**config.mk**
```make
export PLATFORM = sky130hd
export DESIGN_NAME = zxn_audio_conditioner
export DESIGN_NICKNAME = d
export VERILOG_FILES = /design/src/rtl/zxn_audio_conditioner.sv
export SDC_FILE = /design/constraint.sdc
export NUM_CORES = 1
export LEC_CHECK = 0
export BUFFER_PORTS_ARGS = -buffer_cell sky130_fd_sc_hd__buf_2
export CAP_MARGIN = 0
export CORE_MARGIN = 4
export CORE_UTILIZATION = 37
export CTS_CLUSTER_DIAMETER = 120
export DETAILED_ROUTE_END_ITERATION = 8
export GPL_TIMING_DRIVEN = 0
export PLACE_DENSITY = 0.63
export SLEW_MARGIN = 20
export SYNTH_ARGS = -nofsm -noshare
export SYNTH_HDL_FRONTEND = slang
export SYNTH_SLANG_ARGS = --single-unit
```
**constraint.sdc**
```tcl
create_clock -name clk_sys -period 5.3 [get_ports clk_sys]
set_input_delay 0.265 -clock clk_sys [delete_from_list [all_inputs] [get_ports clk_sys]]
set_output_delay 0.265 -clock clk_sys [all_outputs]
set_load 0.05 [all_outputs]
```
**src/rtl/zxn_audio_conditioner.sv**
```systemverilog
// Output audio stage: 12->16 bit expansion, IIR low-pass, fractional 48 kHz resampling
// and pop-free gain ramp. Define ZXN_AUDIO_DCBLOCK_EN to compile in the DC blocker.
module zxn_audio_conditioner #(
    parameter int CLK_RATE    = 28000000,
    parameter int SAMPLE_RATE = 48000,
    parameter int LPF_SHIFT   = 4
) (
    input  logic        clk_sys,
    input  logic        RESET,
    input  logic [11:0] aud_l_in,
    input  logic [11:0] aud_r_in,
    input  logic        mute,
    output logic [15:0] audio_l,
    output logic [15:0] audio_r,
    output logic        sample_stb,
    output logic        ramp_done
);

    localparam int AW = 16 + LPF_SHIFT;
`ifdef ZXN_AUDIO_DCBLOCK_EN
    localparam logic [15:0] OUT_RST = 16'h8000;
`else
    localparam logic [15:0] OUT_RST = 16'h0000;
`endif

    logic [15:0]   x16_l, x16_r;
    logic [AW-1:0] acc_l, acc_r;
    logic [15:0]   f_l, f_r;
    logic [31:0]   phase;
    logic [32:0]   phase_sum;
    logic          hit;
    logic [8:0]    g, g_next;
    logic [24:0]   prod_l, prod_r;
    logic [15:0]   s_l, s_r;
    logic [15:0]   out_l, out_r;

    assign x16_l = {aud_l_in, aud_l_in[11:8]};
    assign x16_r = {aud_r_in, aud_r_in[11:8]};
    assign f_l   = acc_l[AW-1 -: 16];
    assign f_r   = acc_r[AW-1 -: 16];

    // Fractional divider: the phase wraps exactly SAMPLE_RATE times per CLK_RATE cycles.
    assign phase_sum = {1'b0, phase} + 33'(SAMPLE_RATE);
    assign hit       = (phase_sum >= 33'(CLK_RATE));

    always_comb begin
        g_next = g;
        if (!mute && g != 9'd256)
            g_next = g + 9'd1;
        else if (mute && g != 9'd0)
            g_next = g - 9'd1;
    end

    assign prod_l = 25'(f_l) * 25'(g);
    assign prod_r = 25'(f_r) * 25'(g);
    assign s_l    = 16'(prod_l >> 8);
    assign s_r    = 16'(prod_r >> 8);

`ifdef ZXN_AUDIO_DCBLOCK_EN
    logic [25:0] dc_l, dc_r;

    // Re-centre around mid-scale, clamping instead of wrapping on large steps.
    function automatic logic [15:0] dc_out(input logic [15:0] s, input logic [25:0] dc);
        logic signed [17:0] v;
        v = 18'sd32768 + $signed({2'b00, s}) - $signed({2'b00, dc[25:10]});
        if (v < 18'sd0)
            return 16'h0000;
        else if (v > 18'sd65535)
            return 16'hFFFF;
        else
            return v[15:0];
    endfunction

    assign out_l = dc_out(s_l, dc_l);
    assign out_r = dc_out(s_r, dc_r);

    always_ff @(posedge clk_sys) begin
        if (RESET) begin
            dc_l <= '0;
            dc_r <= '0;
        end else if (hit) begin
            dc_l <= dc_l + 26'(s_l) - 26'(dc_l[25:10]);
            dc_r <= dc_r + 26'(s_r) - 26'(dc_r[25:10]);
        end
    end
`else
    assign out_l = s_l;
    assign out_r = s_r;
`endif

    always_ff @(posedge clk_sys) begin
        if (RESET) begin
            acc_l      <= '0;
            acc_r      <= '0;
            phase      <= '0;
            g          <= '0;
            audio_l    <= OUT_RST;
            audio_r    <= OUT_RST;
            sample_stb <= 1'b0;
            ramp_done  <= 1'b0;
        end else begin
            // Modular in AW bits: the settled accumulator always fits, so wrap of the
            // intermediate sum cancels out.
            acc_l      <= acc_l + AW'(x16_l) - AW'(f_l);
            acc_r      <= acc_r + AW'(x16_r) - AW'(f_r);
            phase      <= hit ? 32'(phase_sum - 33'(CLK_RATE)) : phase_sum[31:0];
            sample_stb <= hit;
            ramp_done  <= (g == 9'd256);
            if (hit) begin
                g       <= g_next;
                audio_l <= out_l;
                audio_r <= out_r;
            end
        end
    end

endmodule
```
==> results of run 1 <==
-- metal layers --
layer	up-vias	track usage [%]	wire, um
li1	6299	-	-
met1	6442	25.3	19700
met2	280	32.8	21100
met3	54	3.55	2350
met4	0	4.18	754
met5	-	0	0
-- flip-flops by register name, indices dropped and copies added, names as in the netlist --
name        cells
audio_r        16
phase          25
acc_r          20
g               9
ramp_done       1
audio_l        16
acc_l          20
sample_stb      1
-- worst paths after layout --
kind                                  start          end  slack, ps  cells after the start
worst max-delay path                   g[8]  audio_l[14]        150                     17
worst max register to register         g[8]  audio_l[14]        150                     17
worst min register to register   audio_l[6]   audio_l[6]        450                      2
worst min-delay path            aud_l_in[8]     acc_l[0]        230                      3
-- cell usage after synthesis, types with 4 or more instances --
| cell | n | share of area (%) |
|---|---|---|
| and2_1 | 156 | 6.0 |
| a21o_1 | 22 | 1.0 |
| a31oi_1 | 15 | 0.58 |
| nor3b_1 | 4 | 0.19 |
| or2_2 | 7 | 0.27 |
| ha_1 | 128 | 9.9 |
| o31ai_1 | 10 | 0.46 |
| clkbuf_1 | 73 | 1.7 |
| nor4_1 | 6 | 0.23 |
| buf_2 | 7 | 0.22 |
| a311oi_1 | 5 | 0.27 |
| a31o_2 | 5 | 0.27 |
| o21a_1 | 11 | 0.51 |
| xor2_1 | 30 | 1.6 |
| nand2b_1 | 18 | 0.70 |
| o22ai_1 | 4 | 0.15 |
| nor3_2 | 4 | 0.25 |
| xnor2_1 | 58 | 3.1 |
| nand3_1 | 25 | 0.77 |
| nand2_1 | 196 | 4.5 |
| fa_1 | 227 | 28 |
| a211oi_1 | 12 | 0.56 |
| buf_6 | 7 | 0.49 |
| o21ai_0 | 26 | 0.80 |
| mux2i_1 | 8 | 0.50 |
| nor3_1 | 37 | 1.1 |
| o21bai_1 | 7 | 0.32 |
| a21oi_1 | 75 | 2.3 |
| nor2_1 | 106 | 2.5 |
| nand4_1 | 9 | 0.35 |
| nor2b_1 | 19 | 0.73 |
| dfxtp_1 | 108 | 13 |
| o211ai_1 | 8 | 0.37 |
| or3_1 | 21 | 0.81 |
| inv_1 | 392 | 9.1 |
| o41ai_1 | 4 | 0.22 |
| or4_1 | 8 | 0.37 |
| and3_1 | 11 | 0.43 |
| o21ai_1 | 5 | 0.15 |
-- cell type report --
| class | count | area (um^2) |
|---|---|---|
| Clock buffer | 9 | 225 |
| Multi-Input combinational cell | 1350 | 12300 |
| Clock inverter | 7 | 91.3 |
| Tap cell | 585 | 732 |
| Sequential cell | 108 | 2210 |
| Inverter | 393 | 1480 |
| Buffer | 79 | 589 |
| Timing Repair Buffer | 88 | 523 |
| Fill cell | 4398 | 25000 |
-- cell families after synthesis --
kind of cell,after synthesis
buf+inv,485
flops,108
mux,12
xor+xnor,90
fa+ha+maj,355
compound gates,251
simple gates,642
-- through the flow --
| stage | util, % | TNS [ps] |
|---|---|---|
| floorplan | - | -55.4 |
| global placement | 39.9 | -10620 |
| detailed placement | 39.9 | -11740 |
| CTS | 41.2 | 0 |
| global route | 42.1 | -28.2 |
| finish | 42.1 | 0 |
-- layout by cell type, fill, tap and decap left out, types with 6 or more instances in the layout --
cell and instances:
buf_8 8, a21oi_1 75, nor2b_1 19, clkbuf_1 15, o21a_1 11, inv_1 390
or4_1 7, o211ai_1 8, dfxtp_2 12, o21ai_0 24, a21o_1 22, buf_2 72
nor2_1 106, ha_1 122, and3_1 11, buf_6 12, mux2i_1 8, or2_2 7
nor3_1 35, nand4_1 9, a31oi_1 13, nor4_1 6, and2_1 156, nor3_2 6
o21bai_1 7, nand2_1 192, xor2_1 30, nand3_1 25, xnor2_1 58, nand2b_1 18
clkbuf_16 10, dfxtp_4 8, or3_1 21, o31ai_1 9, clkbuf_2 14, fa_1 227
buf_4 36, dfxtp_1 88, a211oi_1 12
-- critical path: cells and delay by family, from the launching register on --
kind | cells | cell delay [ps]
and+or+nand+nor | 2 | 580
buffers and inverters | 3 | 270
DFF | 1 | 390
AOI/OAI and AO/OA | 7 | 1380
adders and majority gates | 5 | 2420
-- timing repair --
action	4_1_cts	5_1_grt
setup endpoints to repair	25	13
pin swaps	5	21
resized for setup	88	109
setup buffers	5	23
gates cloned	0	0
==> flow_metrics.tcl, run 1 <==
set metrics [dict create \
    grt_first_pass_wirelength_um 72100 \
    vias 13100 \
    worstPathArrival_ps 5450 \
    antennaDiodeCount 0 \
    fin_area_um2 18200 \
    slew_viol_final 0 \
    hold_viol 0 \
    start_util_pct 37.5 \
    syn_area_per_cell_um2 8.32 \
    ys_ff_latch 108 \
    dieHeight_um 217 \
    status "complete, no violations" \
    hp-class "in -> reg" \
    synthArstFlopShare_pct 0 \
    hold_slack_ps 227 \
    drt-wirelength-per-cell_um 16.8 \
    slowest_delay_ps 600 \
    rows 76 \
    synthSimpleGateAreaFrac_pct 20.4 \
    ant_nets 0 \
    relSlewSlack_pct 31.1 \
    crit_chain "buf_8, and2_1, fa_1, fa_1, fa_1, inv_1, fa_1, inv_1, ha_4, a21o_1, a21o_1, a41o_4, o31ai_4, a31oi_4, o21a_1, or4_4, o2111a_1" \
    dr.first_iter.drc_count 716 \
    period_share_pct 97.2 \
    yosysUniqueCellTypes 83 \
    io_buffers 60 \
    areaGrowthSynthToFinish_pct 12.3 \
    placed_cells 2588 \
    finClkSkew_ps 11.3 \
    clock_sinks 108 \
    core_area_um2 43200 \
    rsz0062_at_grt "true" \
    ys_seq_area_share_pct 13.4 \
    postSynth.topFlopCell "dfxtp_1" \
    clkLatencyLatePin_ps 400 \
    critPathKind "reg -> reg" \
    pre_cts_slack_ps -1030 \
    postSynthCellCount 1943 \
    nNetsFinal 2411 \
    grt_max_degree 23 \
    synth_edf_count 0 \
    grt_usage_pct 19.1 \
    setup_slack_ps 148 \
    die_area_um2 47100 \
    synth_top_family_by_area "adder cells" \
    crit_path_start_kind "flop" \
    clk_pin_slew_worst_paths_ps 90 \
    cts_made_buffers 9 \
    clockRootBuffer "clkbuf_16" \
    grt_overflow_total 0 \
    dr.pass1.iters 5 \
    yosys_warnings 0 \
    die_w_um 217 \
    dp_hpwl_um 34800 \
    maxCapViolations 0 \
    antenna_found_initial 0 \
    fmax_ghz 0.194 \
    min_period_ps 5150 \
    drc_errors 0 \
    worstMarginPinSlew_ps 1030 \
    htree_levels 3 \
    cp_slowest_cell "fa_1" \
    cts_tree "yes" \
    cts_hold_buf 0 \
    gp_congestion 0.904 \
    grt_pass1_vias 13700 \
    syn-num-nets 2325 \
    synthAdderAreaFrac_pct 38.0 \
    drive_gt1_share_pct 12.2 \
    crit_fanout 10 \
    crit_path_end_kind "flop" \
    synth-xor-area-share_pct 4.97 \
    cp.required_ps 5590 \
    cp_common_cell "fa_1" \
    setup_viol 0 \
    drt-total-wl_um 43900 \
    synth_area_um2 16200 \
    synth.area.mux_share_pct 0.797 \
    ios 61 \
    fin_cells 2619 \
    synth_compound_area_share_pct 10.8 \
    placed_cell_area_um2 17200 \
    clockBufferDepth 2 \
    viasPerCell 4.99 \
]
Power of run 1 is left out: the tool's default activity adds up to more than one toggle a clock period on the data nets, which glitch-free logic cannot reach.
==> inputs of run 2 (changes only) <==
- ABC_AREA: not set -> 1
- CORE_MARGIN: 4 -> 1
==> run 2 against run 1 <==
Design area rose by 4.5%. Global-route usage rose by 2.6 points. First-iteration DRC count rose by 54%. Register-to-register slack improved by 80 ps. Highest routed layer unchanged. The flow now finishes with violations (DRC). Critical path type unchanged.
==> flow_metrics.tcl, run 2 <==
set metrics [dict create \
    largest_register "phase" \
    crit_family "adder cells" \
    final_common_cell "inv_1" \
    clock_sinks 108 \
    cts_hold_buf 0 \
    cts_tree "yes" \
    antennaDiodeCount 0 \
    crit_chain "buf_2, clkbuf_4, nand2_1, fa_1, fa_1, inv_1, fa_1, inv_1, fa_1, inv_1, ha_1, inv_1, o21bai_1, nor2_1, o21ai_1, a21oi_1, o21ai_2, nand2_1, nand2_1, nand2_1, a21oi_1, nor2_1" \
    slowest_delay_ps 550 \
    clockRootBuffer "clkbuf_16" \
    ios 61 \
    finClkSkew_ps 17.8 \
    setup_slack_ps 225 \
    grt_usage_pct 21.7 \
    hold_viol 0 \
    postSynthCellCount 2582 \
    cts_made_buffers 9 \
    fin_setup_tns_ps 0 \
    crit_fanout 10 \
    dr.first_iter.drc_count 1100 \
    core_area_um2 46700 \
    yosysTopAreaCellShare_pct 26.0 \
    worstPathArrival_ps 5360 \
    seq_area_um2 2160 \
    cp_slowest_cell "fa_1" \
    yosys_warnings 0 \
    placed_cells 3249 \
    dp_hpwl_um 41000 \
    drt-total-wl_um 50100 \
    ant_nets 0 \
    grt_pass1_vias 16100 \
    die_area_um2 48200 \
    multi_input_area_um2 12500 \
    clockBufferDepth 2 \
    syn-num-nets 2964 \
    worstMarginPinSlew_ps 1070 \
    largest_reg_flops 25 \
    htree_levels 3 \
    r2r_setup_slack_ps 230 \
    crit_path_end_kind "flop" \
    drive_gt1_share_pct 8.21 \
    drt-wirelength-per-cell_um 15.4 \
    ys_top_cells_by_count "inv_1, nand2_1, fa_1" \
    final_cell_mix "inv_1, nand2_1, fa_1" \
    synth_area_leaders "fa_1, inv_1, nand2_1" \
    grt_overflow_total 0 \
    synth_edf_count 0 \
    rows 79 \
    postCtsSetupRepairBufs 0 \
    cp.required_ps 5580 \
    grt_first_pass_wirelength_um 81800 \
    min_period_ps 5070 \
    fmax_ghz 0.197 \
    fin_cells 3263 \
    vias 15900 \
    largestRegisters "phase (25), acc_l (20), acc_r (20)" \
    areaGrowthSynthToFinish_pct 8.39 \
    postSynth.topFlopCell "dfxtp_1" \
    critPathKind "reg -> reg" \
    syn_area_per_cell_um2 6.78 \
    io_buffers 60 \
    cts-resized-gates 30 \
    grt_max_degree 22 \
    clk_pin_slew_worst_paths_ps 100 \
    ys_ff_latch 108 \
    drc_errors 4 \
    yosysUniqueCellTypes 45 \
    die_w_um 220 \
    viasPerCell 4.88 \
    relSlewSlack_pct 28.9 \
    setup_viol 0 \
    dieHeight_um 220 \
    clkLatencyLatePin_ps 400 \
    ys_seq_area_share_pct 12.3 \
    nNetsFinal 3033 \
    crit_path_start_kind "flop" \
    synthArstFlopShare_pct 0 \
    pre_cts_slack_ps -695 \
    nFillCells 4965 \
    hp-class "in -> reg" \
    antenna_found_initial 0 \
    status "complete, but fails checks" \
    violations "DRC" \
    synth_area_leader_cell "fa_1" \
    start_util_pct 37.5 \
    synth.most_common_cell "inv_1" \
    gp_congestion 0.924 \
    path_buf_inv 6 \
    synth_area_um2 17500 \
    period_share_pct 95.8 \
    dr.pass1.iters 9 \
    rsz0062_at_grt "true" \
    maxCapViolations 0 \
    slew_viol_final 0 \
]
## run 2: cell types whose count changed in the layout (fill, tap and decap cells not counted), moves of 22 or more
cell | before | now
nand3_1 | 25 | 86
o21ai_0 | 24 | 107
xnor2_1 | 58 | 12
nand2_2 | 2 | 24
inv_1 | 390 | 647
nand2_1 | 192 | 615
a21oi_1 | 75 | 140
buf_4 | 36 | 10
and2_1 | 156 | 3
nor2_1 | 106 | 192
## run 2: final timing paths
| path | cells past startpoint | end | from |
|---|---|---|---|
| worst min-delay path | 4 | acc_r[0] | aud_r_in[8] |
| worst max-delay path | 22 | audio_l[11] | g[7] |
| worst min register to register | 1 | phase[7] | phase[7] |
| worst max register to register | 22 | audio_l[11] | g[7] |
## run 2: metrics by stage
stage / instance area, um^2 / hold WS [ps] / util, %
after CTS: 18900 / 193 / 40.5
after global placement: 18600 / 431 / 39.8
after floorplan: 17500 / 417 / -
after detailed placement: 18600 / 441 / 39.8
after global routing: 19000 / 246 / 40.7
final: 19000 / 217 / 40.7
## run 2: worst min-delay path: stages
cell    delay, ps
buf_2          90
ha_1          120
inv_1          30
nor2_1         60
## run 2: cell type report
type                       count  share of cell area (%)
inverter                     669                    13.2
timing repair buffer          60                    1.58
clock inverter                 7                   0.389
clock buffer                   9                    1.19
buffer                        90                    2.59
multi-input combinational   1713                    65.6
sequential                   108                    11.4
tap                          607                    4.00
## run 2: routing by layer
layer	up-vias	track usage, %	wire length (um)
li1	7817	-	-
met1	7552	28.1	22500
met2	471	37.0	23500
met3	71	2.79	2850
met4	0	7.08	1270
met5	-	0	0
## run 2: logic make-up (layout without fill, tap and decap cells)
group | after synthesis | after routing | share of synthesized area [%]
buffers and inverters | 761 | 835 | 16.7
flip-flops | 108 | 108 | 12.3
AND/OR/NAND/NOR | 1010 | 1010 | 24.3
adder cells (fa/ha/maj) | 355 | 355 | 35.1
AO/OA/AOI/OAI | 302 | 302 | 9.32
XOR/XNOR | 46 | 46 | 2.30
Power of run 2 is left out for the same reason.
